[src/rtl/tl_xbar_nto1.sv]
// rtl/tl_xbar_nto1.sv - N-client to 1-manager TileLink-UL crossbar with round-robin A arbitration and D routing.
// Optional per-client outstanding-request limit: define TLXBAR_MAXFLIGHT_EN.
module tl_xbar_nto1 #(
    parameter  int N_IN    = 2,
    parameter  int SRC_W   = 5,
    parameter  int ADDR_W  = 31,
    parameter  int DATA_W  = 64,
    parameter  int SIZE_W  = 3,
    parameter  int MAX_FLT = 4,
    localparam int IDX_W   = $clog2(N_IN),
    localparam int MASK_W  = DATA_W / 8,
    localparam int LGB     = $clog2(MASK_W),
    localparam int OSRC_W  = SRC_W + IDX_W
) (
    input  logic                     clock,
    input  logic                     reset,
    input  logic [N_IN-1:0]          auto_in_a_valid,
    output logic [N_IN-1:0]          auto_in_a_ready,
    input  logic [N_IN*3-1:0]        auto_in_a_bits_opcode,
    input  logic [N_IN*3-1:0]        auto_in_a_bits_param,
    input  logic [N_IN*SIZE_W-1:0]   auto_in_a_bits_size,
    input  logic [N_IN*SRC_W-1:0]    auto_in_a_bits_source,
    input  logic [N_IN*ADDR_W-1:0]   auto_in_a_bits_address,
    input  logic [N_IN*MASK_W-1:0]   auto_in_a_bits_mask,
    input  logic [N_IN*DATA_W-1:0]   auto_in_a_bits_data,
    input  logic [N_IN-1:0]          auto_in_a_bits_corrupt,
    output logic [N_IN-1:0]          auto_in_d_valid,
    input  logic [N_IN-1:0]          auto_in_d_ready,
    output logic [N_IN*3-1:0]        auto_in_d_bits_opcode,
    output logic [N_IN*2-1:0]        auto_in_d_bits_param,
    output logic [N_IN*SIZE_W-1:0]   auto_in_d_bits_size,
    output logic [N_IN*SRC_W-1:0]    auto_in_d_bits_source,
    output logic [N_IN-1:0]          auto_in_d_bits_sink,
    output logic [N_IN-1:0]          auto_in_d_bits_denied,
    output logic [N_IN*DATA_W-1:0]   auto_in_d_bits_data,
    output logic [N_IN-1:0]          auto_in_d_bits_corrupt,
    output logic                     auto_out_a_valid,
    input  logic                     auto_out_a_ready,
    output logic [2:0]               auto_out_a_bits_opcode,
    output logic [2:0]               auto_out_a_bits_param,
    output logic [SIZE_W-1:0]        auto_out_a_bits_size,
    output logic [OSRC_W-1:0]        auto_out_a_bits_source,
    output logic [ADDR_W-1:0]        auto_out_a_bits_address,
    output logic [MASK_W-1:0]        auto_out_a_bits_mask,
    output logic [DATA_W-1:0]        auto_out_a_bits_data,
    output logic                     auto_out_a_bits_corrupt,
    input  logic                     auto_out_d_valid,
    output logic                     auto_out_d_ready,
    input  logic [2:0]               auto_out_d_bits_opcode,
    input  logic [1:0]               auto_out_d_bits_param,
    input  logic [SIZE_W-1:0]        auto_out_d_bits_size,
    input  logic [OSRC_W-1:0]        auto_out_d_bits_source,
    input  logic                     auto_out_d_bits_sink,
    input  logic                     auto_out_d_bits_denied,
    input  logic [DATA_W-1:0]        auto_out_d_bits_data,
    input  logic                     auto_out_d_bits_corrupt
);

    localparam logic [SIZE_W-1:0] LGB_S = SIZE_W'(LGB);
    localparam int                IDX_N = 1 << IDX_W;

    logic [IDX_W-1:0] rr_ptr;
    logic [IDX_W-1:0] owner;
    logic             lock;
    logic [7:0]       beats_left;

    logic [N_IN-1:0]  eligible;
    logic [IDX_W-1:0] scan_win;
    logic [IDX_W-1:0] winner;
    logic             found;
    logic             grant_ok;
    logic             a_fire;
    logic             a_first;
    logic             a_burst;
    logic [2:0]       win_opcode;
    logic [SIZE_W-1:0] win_size;

    logic [IDX_W-1:0] tgt;
    logic [IDX_N-1:0] d_ready_ext;
    logic [IDX_N-1:0] legal_ext;

    function automatic logic [IDX_W-1:0] next_idx(input logic [IDX_W-1:0] idx);
        if (int'(idx) == N_IN - 1) return '0;
        return idx + 1'b1;
    endfunction

    // Beats remaining after the first one for a burst of 2**sz bytes.
    function automatic logic [7:0] extra_beats(input logic [SIZE_W-1:0] sz);
        logic [8:0] one;
        logic [8:0] m;
        one = 9'd1 << (sz - LGB_S);
        m   = one - 9'd1;
        return m[7:0];
    endfunction

    always_comb begin
        int j;
        logic [IDX_W-1:0] cand;
        found    = 1'b0;
        scan_win = rr_ptr;
        j        = 0;
        cand     = '0;
        for (int k = 0; k < N_IN; k++) begin
            j = int'(rr_ptr) + k;
            if (j >= N_IN) j = j - N_IN;
            cand = IDX_W'(j);
            if (!found && eligible[cand]) begin
                found    = 1'b1;
                scan_win = cand;
            end
        end
    end

    assign winner     = lock ? owner : scan_win;
    assign grant_ok   = lock | found;
    assign win_opcode = auto_in_a_bits_opcode[winner*3 +: 3];
    assign win_size   = auto_in_a_bits_size[winner*SIZE_W +: SIZE_W];

    assign auto_out_a_valid        = !reset && grant_ok && auto_in_a_valid[winner];
    assign auto_out_a_bits_opcode  = win_opcode;
    assign auto_out_a_bits_param   = auto_in_a_bits_param[winner*3 +: 3];
    assign auto_out_a_bits_size    = win_size;
    assign auto_out_a_bits_source  = {winner, auto_in_a_bits_source[winner*SRC_W +: SRC_W]};
    assign auto_out_a_bits_address = auto_in_a_bits_address[winner*ADDR_W +: ADDR_W];
    assign auto_out_a_bits_mask    = auto_in_a_bits_mask[winner*MASK_W +: MASK_W];
    assign auto_out_a_bits_data    = auto_in_a_bits_data[winner*DATA_W +: DATA_W];
    assign auto_out_a_bits_corrupt = auto_in_a_bits_corrupt[winner];

    genvar gi;
    generate
        for (gi = 0; gi < N_IN; gi++) begin : g_ready
            assign auto_in_a_ready[gi] = !reset && grant_ok && auto_out_a_ready && (winner == IDX_W'(gi));
        end
    endgenerate

    assign a_fire  = auto_out_a_valid && auto_out_a_ready;
    assign a_first = !(lock && (beats_left != 8'd0));
    assign a_burst = !win_opcode[2] && (win_size > LGB_S);

    // A lock taken on a stalled first beat keeps beats_left at 0, so its fire still counts as a first beat.
    always_ff @(posedge clock or posedge reset) begin
        if (reset) begin
            rr_ptr     <= '0;
            owner      <= '0;
            lock       <= 1'b0;
            beats_left <= 8'd0;
        end else if (a_fire) begin
            if (a_first) begin
                if (a_burst) begin
                    lock       <= 1'b1;
                    owner      <= winner;
                    beats_left <= extra_beats(win_size);
                end else begin
                    lock   <= 1'b0;
                    rr_ptr <= next_idx(winner);
                end
            end else begin
                beats_left <= beats_left - 8'd1;
                if (beats_left == 8'd1) begin
                    lock   <= 1'b0;
                    rr_ptr <= next_idx(owner);
                end
            end
        end else if (auto_out_a_valid && !lock) begin
            lock  <= 1'b1;
            owner <= winner;
        end
    end

    assign tgt = auto_out_d_bits_source[OSRC_W-1:SRC_W];

    always_comb begin
        d_ready_ext              = '1;
        d_ready_ext[N_IN-1:0]    = auto_in_d_ready;
        legal_ext                = '0;
        legal_ext[N_IN-1:0]      = '1;
    end

    // Beats aimed at a nonexistent client are swallowed so the manager never deadlocks.
    assign auto_out_d_ready = d_ready_ext[tgt];

    generate
        for (gi = 0; gi < N_IN; gi++) begin : g_dvalid
            assign auto_in_d_valid[gi] = auto_out_d_valid && (tgt == IDX_W'(gi));
        end
    endgenerate

    assign auto_in_d_bits_opcode  = {N_IN{auto_out_d_bits_opcode}};
    assign auto_in_d_bits_param   = {N_IN{auto_out_d_bits_param}};
    assign auto_in_d_bits_size    = {N_IN{auto_out_d_bits_size}};
    assign auto_in_d_bits_source  = {N_IN{auto_out_d_bits_source[SRC_W-1:0]}};
    assign auto_in_d_bits_sink    = {N_IN{auto_out_d_bits_sink}};
    assign auto_in_d_bits_denied  = {N_IN{auto_out_d_bits_denied}};
    assign auto_in_d_bits_data    = {N_IN{auto_out_d_bits_data}};
    assign auto_in_d_bits_corrupt = {N_IN{auto_out_d_bits_corrupt}};

    d_target_legal: assert property (@(posedge clock) disable iff (reset)
        auto_out_d_valid |-> legal_ext[tgt]);

`ifdef TLXBAR_MAXFLIGHT_EN
    localparam int FLT_W = $clog2(MAX_FLT + 1);

    logic [7:0] d_left;
    logic       d_fire;
    logic       d_multi;
    logic       d_last;

    assign d_fire  = auto_out_d_valid && auto_out_d_ready;
    assign d_multi = (auto_out_d_bits_opcode == 3'd1) && (auto_out_d_bits_size > LGB_S);
    assign d_last  = (d_left == 8'd0) ? !d_multi : (d_left == 8'd1);

    // D beats of one message are never interleaved with another, so one shared beat counter suffices.
    always_ff @(posedge clock or posedge reset) begin
        if (reset) begin
            d_left <= 8'd0;
        end else if (d_fire) begin
            if (d_left == 8'd0) d_left <= d_multi ? extra_beats(auto_out_d_bits_size) : 8'd0;
            else                d_left <= d_left - 8'd1;
        end
    end

    generate
        for (gi = 0; gi < N_IN; gi++) begin : g_flt
            logic [FLT_W-1:0] cnt;
            logic             inc;
            logic             dec;
            assign inc = a_fire && a_first && (winner == IDX_W'(gi));
            assign dec = d_fire && d_last && (tgt == IDX_W'(gi));
            always_ff @(posedge clock or posedge reset) begin
                if (reset)           cnt <= '0;
                else if (inc && !dec) cnt <= cnt + 1'b1;
                else if (dec && !inc) cnt <= cnt - 1'b1;
            end
            assign eligible[gi] = auto_in_a_valid[gi] && (cnt != FLT_W'(MAX_FLT));
        end
    endgenerate
`else
    localparam int unused_max_flt = MAX_FLT;
    assign eligible = auto_in_a_valid;
`endif

endmodule

[config.mk]
export PLATFORM = sky130hd
export DESIGN_NAME = tl_xbar_nto1
export DESIGN_NICKNAME = d
export VERILOG_FILES = /design/src/rtl/tl_xbar_nto1.sv
export SDC_FILE = /design/constraint.sdc
export NUM_CORES = 1
export LEC_CHECK = 0
export CORE_AREA = 2 2 235 237
export DETAILED_ROUTE_END_ITERATION = 8
export DIE_AREA = 0 0 237 239
export DONT_BUFFER_PORTS = 1
export GPL_ROUTABILITY_DRIVEN = 0
export PLACE_DENSITY = 0.3
export REMOVE_ABC_BUFFERS = 1
export SLEW_MARGIN = 10
export SYNTH_ARGS = -nofsm -noshare
export SYNTH_HDL_FRONTEND = slang
export SYNTH_SLANG_ARGS = --single-unit
[constraint.sdc]
create_clock -name clock -period 3.55 [get_ports clock]
set_input_delay 0.355 -clock clock [delete_from_list [all_inputs] [get_ports clock]]
set_output_delay 0.355 -clock clock [all_outputs]
set_load 0.1 [all_outputs]
* Yosys cells after proc, flatten, opt, wreduce, memory -nomap -nowiden
Index checks and enable logic that the tools add are counted.
** Word-level totals
- Bits in registers :: 11
- Output and inout bits :: 285
- Word-level logic and storage cells :: 105
** Cells by class
- Order comparisons :: 7
- Add/sub/neg operators :: 8
- Multipliers :: 3
- Muxes and demuxes :: 43
- Reduce and logical (&&, ||, !) cells :: 23
- Shifts and indexed selects :: 8
- Eq/ne operators :: 6
- Bitwise operators :: 3
** Operator list (number)
- indexed part select 128 x 8 -> 64 bit :: 1
- indexed part select 62 x 7 -> 31 bit :: 1
- 2-to-1 mux 1 bit :: 41
- indexed part select 6 x 4 -> 3 bit :: 3
- 2-to-1 mux 8 bit :: 2
- indexed part select 16 x 5 -> 8 bit :: 1
- subtractor 8 x 1 -> 8 bit, second input constant :: 2
- logical AND 1 bit :: 12
- indexed part select 10 x 5 -> 5 bit :: 1
- == test 8 x 1 -> 1 bit, second input constant :: 1
- < comparator 1 x 2 -> 1 bit, second input constant :: 4
- nonzero test 8 bit :: 1
- << shifter 1 x 3 -> 8 bit, first input constant :: 1
- multiplier 1 x 5 -> 6 bit, second input constant :: 1
- != test 2 x 1 -> 1 bit, second input constant :: 3
- AND reduction 3 bit :: 2
- zero test 1 bit :: 4
- multiplier 1 x 3 -> 4 bit, second input constant :: 1
- AND reduction 2 bit :: 2
- nonzero test 2 bit :: 2
- greater-than comparator 3 x 2 -> 1 bit, second input constant :: 1
- multiplier 1 x 2 -> 3 bit, second input constant :: 1
- != test 3 x 2 -> 1 bit, second input constant :: 1
- subtractor 3 x 2 -> 3 bit, second input constant :: 1
- 8 further kinds :: 11

* Longest topological paths before layout
- Depth after elaboration :: 19
- Mapped depth :: 11

* Least setup slack after synthesis
Ideal clock, no wire load.
- Path kind :: reg-to-reg
- Start :: reg owner
- End :: reg beats_left[4]
- Path buffers :: 1
- Stages on the path, launching flop included :: 8
- Period minus slack after synthesis :: 3.084 ns
- Data arrival time :: 2.984 ns
- Path slack :: 0.466 ns
- Cells stage by stage :: dfrtp_1 -> mux2i_1 -> a211oi_2 -> nand2_1 -> a31oi_1 -> buf_2 -> a21oi_1 -> a311oi_1
** Between the ends
- Elaborated cells on any way between the ends :: 18
** RTL lines
- from (decl) :: line 63 : logic [IDX_W-1:0] owner;
- from (signal assigned) :: line 151 : owner <= winner;
- from (signal assigned) :: line 166 : owner <= winner;
- 2-to-1 mux 1 bit :: line 114 : assign winner = lock ? owner : scan_win;
- 2-to-1 mux 1 bit (implied by the code) (2 in series) :: line 119 : assign auto_out_a_valid = !reset && grant_ok && auto_in_a_valid[winner];
- logical AND 1 bit :: line 119
- net auto_out_a_valid :: line 37 : output logic auto_out_a_valid,
- logical AND 1 bit :: line 136 : assign a_fire = auto_out_a_valid && auto_out_a_ready;
- AND reduction 2 bit (no line)
- to (signal assigned) :: line 152 : beats_left <= extra_beats(win_size);
- to (signal assigned) :: line 158 : beats_left <= beats_left - 8'd1;
- to (decl) :: line 65 : logic [7:0] beats_left;
The timed path passes the listed nets, and every way through them passes these cells. The select of a mux whose other input is x is not followed.
A chain may end at the register's enable or synchronous reset.

* Worst setup path after layout
- Start :: reg rr_ptr
- End :: out auto_out_a_bits_corrupt
** Between the ends
- Word-level cells in the longest chain between the ends :: 11
- Elaborated cells on any way between the ends :: 19
** RTL lines
- from (decl) :: line 62 : logic [IDX_W-1:0] rr_ptr;
- from (signal assigned) :: line 155 : rr_ptr <= next_idx(winner);
- from (signal assigned) :: line 161 : rr_ptr <= next_idx(owner);
- >= comparator 1 x 2 -> 1 bit / subtractor 1 bit (equally long branches) :: line 105 : if (j >= N_IN) j = j - N_IN;
- 2-to-1 mux 1 bit :: line 105
- 2-to-1 mux 1 bit (implied by the code) (2 in series) :: line 107 : if (!found && eligible[cand]) begin
- 2-to-1 mux 1 bit :: line 107
- zero test 1 bit :: line 107
- logical AND 1 bit :: line 107
- 2-to-1 mux 1 bit (*) :: line 107
- 2-to-1 mux 1 bit (*) :: line 114
- net auto_out_a_bits_source[5] :: line 42 : output logic [OSRC_W-1:0] auto_out_a_bits_source,
- 2-to-1 mux 1 bit (implied by the code) (*) (2 in series) :: line 127 : assign auto_out_a_bits_corrupt = auto_in_a_bits_corrupt[winner];
- to (decl) :: line 46 : output logic auto_out_a_bits_corrupt,
Mark *: on every way through the listed nets, which the timed path passes. The rest lies on a longest branch. The select of a mux whose other input is x is not followed.

==> out/qor.csv <==
stage,metric,value,unit
status,status,completed,
drt,drtIter0Drc,246,
clock_tree,cts.sinks,11,
yosys,ys_warn_count,0,
die,core_area,54300,sq um
cells_and_area,fillerInstances,6411,
drt,drc_errors,0,
timing,slew_headroom,0.297,
timing,hold_viol_final,0,
die,die_h,239,um
worst_setup_path,cp_slowest_cell,buf_12,
yosys,synth_top_cell_by_area,nand2_1,
worst_setup_path,worst_setup_path_start_kind,flip-flop,
clock_tree,cts_hold_buf,0,
clock_tree,cts_resized,0,
yosys,yosys-top-cells-area,"nand2_1 (38%), buf_4 (33%), dfrtp_1 (7.6%), clkbuf_1 (2.6%), ha_1 (1.4%)",
min_path,hp-class,input port to async pin,
worst_setup_path,reg2reg_depth,10,
drt,wl_met1,10.9,mm
grt,grt_pass1_wl,32.6,mm
grt,grt_overflow,0,
drt,wl_per_cell,20.5,um
cells_and_area,layout_commonest_cell,nand2_1,
yosys,synthFlopType,dfrtp_1,
yosys,ys_ff_latch,11,
yosys,synth.yosys.seq_area_share,0.0756,
timing,worstMarginPinSlew,1050,ps
timing,fmax,0.344,GHz
cells_and_area,synthToLayoutAreaGrowth,17.5,%
drt,drtPass1Iterations,4,
die,rows,86,
worst_setup_path,end_kind,output pin,
clock_tree,post_cts_buffers,0,
timing,finalCriticalPeriod,2910,ps
grt,grt_pass1_vias,3492,
grt,antenna_found_initial,4,
place,dp_cells,1302,
drt,routed_wl,26.8,mm
grt,grt_max_degree,109,
job,drv_cap,0,
clock_tree,cts-root-buf,clkbuf_16,
yosys,netlist_instances,662,
place,hpwl,22.1,mm
worst_setup_path,rr_endpoint,beats_left[4],
worst_setup_path,r2r_setup_slack,820,ps
cells_and_area,finalNetCount,932,
clock_tree,insertion_delay,250,ps
worst_setup_path,crit_chain,nor2b_1 > o211a_4 > nor2_8 > inv_4 > buf_12 > nand2_1 > nand2_1 > buf_4,
clock_tree,tritoncts,done,
drt,met2_length,8.84,mm
grt,grt_use_total,0.0852,
worst_setup_path,worstPathRequired,3190,ps
worst_setup_path,crit_top_cell,nand2_1,
yosys,syn_area_per_cell,5.50,sq um
worst_setup_path,critical-path-max-stage-delay,360,ps
place,place.port_buffers,0,
clock_tree,ctsHtreeMaxLevel,1,
worst_setup_path,r2r_start,rr_ptr,
timing,finClkSkew,7.41,ps
worst_setup_path,critPathMaxFanout,108,
yosys,synth-edff-count,0,
timing,rsz0062_at_grt,false,
worst_setup_path,cp_data_arrival_time,2560,ps
drt,ant_nets,0,
cells_and_area,layout_common_cells,"nand2_1 (364), buf_4 (125), dfrtp_1 (11), inv_1 (9), a21oi_1 (8)",
drt,route.met3.wl,6.07,mm
timing,fin_crit_sh,0.820,
drt,routed_via_density,3.12,
drt,top_layer,met5,
yosys,ys_types,49,
drt,dr_total_vias,4082,
clock_tree,clk_path_buf_depth,2,
die,start_util,0.0670,
worst_setup_path,worst-setup-path-type,flip-flop to output pin,
clock_tree,cts_buffers,3,
die,fp.dieW,237,um
yosys,async_reset_ff_frac,1.00,
yosys,synth_top_area_share,0.375,
die,die_area,56600,sq um
die,ios,610,
timing,drv_slew,0,
cells_and_area,drive_gt1_frac,0.236,
timing,setup_viol,0,
cells_and_area,fin_cells,1308,
yosys,netlist_area,3640,sq um
clock_tree,clkTransAtPathRegs,50,ps
-- cell usage after synthesis, types with 2 or more instances --
master	n
a21oi_1	8
ha_1	4
clkbuf_1	25
mux2_1	2
mux2i_1	2
and2_1	2
xor2_1	2
buf_4	161
o21ai_0	3
nand2_1	364
o22ai_1	2
nor3_1	5
a31oi_1	4
buf_1	3
buf_2	2
nand2b_1	3
or2_2	2
nand3_1	2
or3_1	4
o21ai_1	3
dfrtp_1	11
inv_1	9
nor2_1	9
nor2b_1	4
o211ai_1	2
-- layer usage --
metal	up-vias	track usage
li1	1764	-
met3	41	0.0906
met1	1788	0.0999
met5	-	0.0779
met2	475	0.0945
met4	14	0.0173
-- registers in the layout, summed over array words and instances, names as in the netlist --
signal / count
owner: 1
lock: 1
beats_left: 8
rr_ptr: 1
-- kinds of logic after synthesis --
group	share of synthesized area
flops	0.0756
buf+inv	0.374
mux	0.0148
compound gates	0.0766
simple gates	0.438
fa+ha+maj	0.0137
xor+xnor	0.00722
-- layout make-up --
type,count,area [sq um],share of cell area
well taps,704,881,0.206
flip-flops and latches,11,275,0.0643
multi-input cells,450,2020,0.472
inverters,10,40.0,0.00936
repair buffers,127,978,0.229
clock buffers,4,78.8,0.0184
diodes,2,5.00,0.00117
-- stage by stage --
stage	setup TNS, ps	area, sq um	utilization	hold WS, ps	setup slack (ps)
final	0	4280	0.0787	28.6	639
after CTS	0	4270	0.0787	46.5	649
after global routing	0	4280	0.0787	68.1	565
after floorplan	-38160	2320	-	213	-1050
after detailed placement	0	4200	0.0772	306	820
after global placement	0	4200	0.0772	311	821
-- worst max path at each step --
stage / start / endpoint / slack, ps / depth (start not counted)
after CTS: rr_ptr / auto_out_a_bits_corrupt / 650 / 8
final: rr_ptr / auto_out_a_bits_corrupt / 640 / 8
after detailed placement: rr_ptr / beats_left[4] / 820 / 10
after floorplan: lock / auto_in_a_ready[0] / -1050 / 5
after global routing: rr_ptr / auto_out_a_bits_data[24] / 560 / 8
after global placement: rr_ptr / beats_left[4] / 820 / 10
-- critical path, delay by kind of cell (launching register included) --
family / cells / cell delay [ps]
AND/OR/NAND/NOR: 4 / 620
flip-flops: 1 / 340
buffers and inverters: 3 / 860
AO/OA/AOI/OAI: 1 / 220
Power is not shown: default switching activity piles up to over one toggle a cycle in this logic, so the estimate is an artifact.
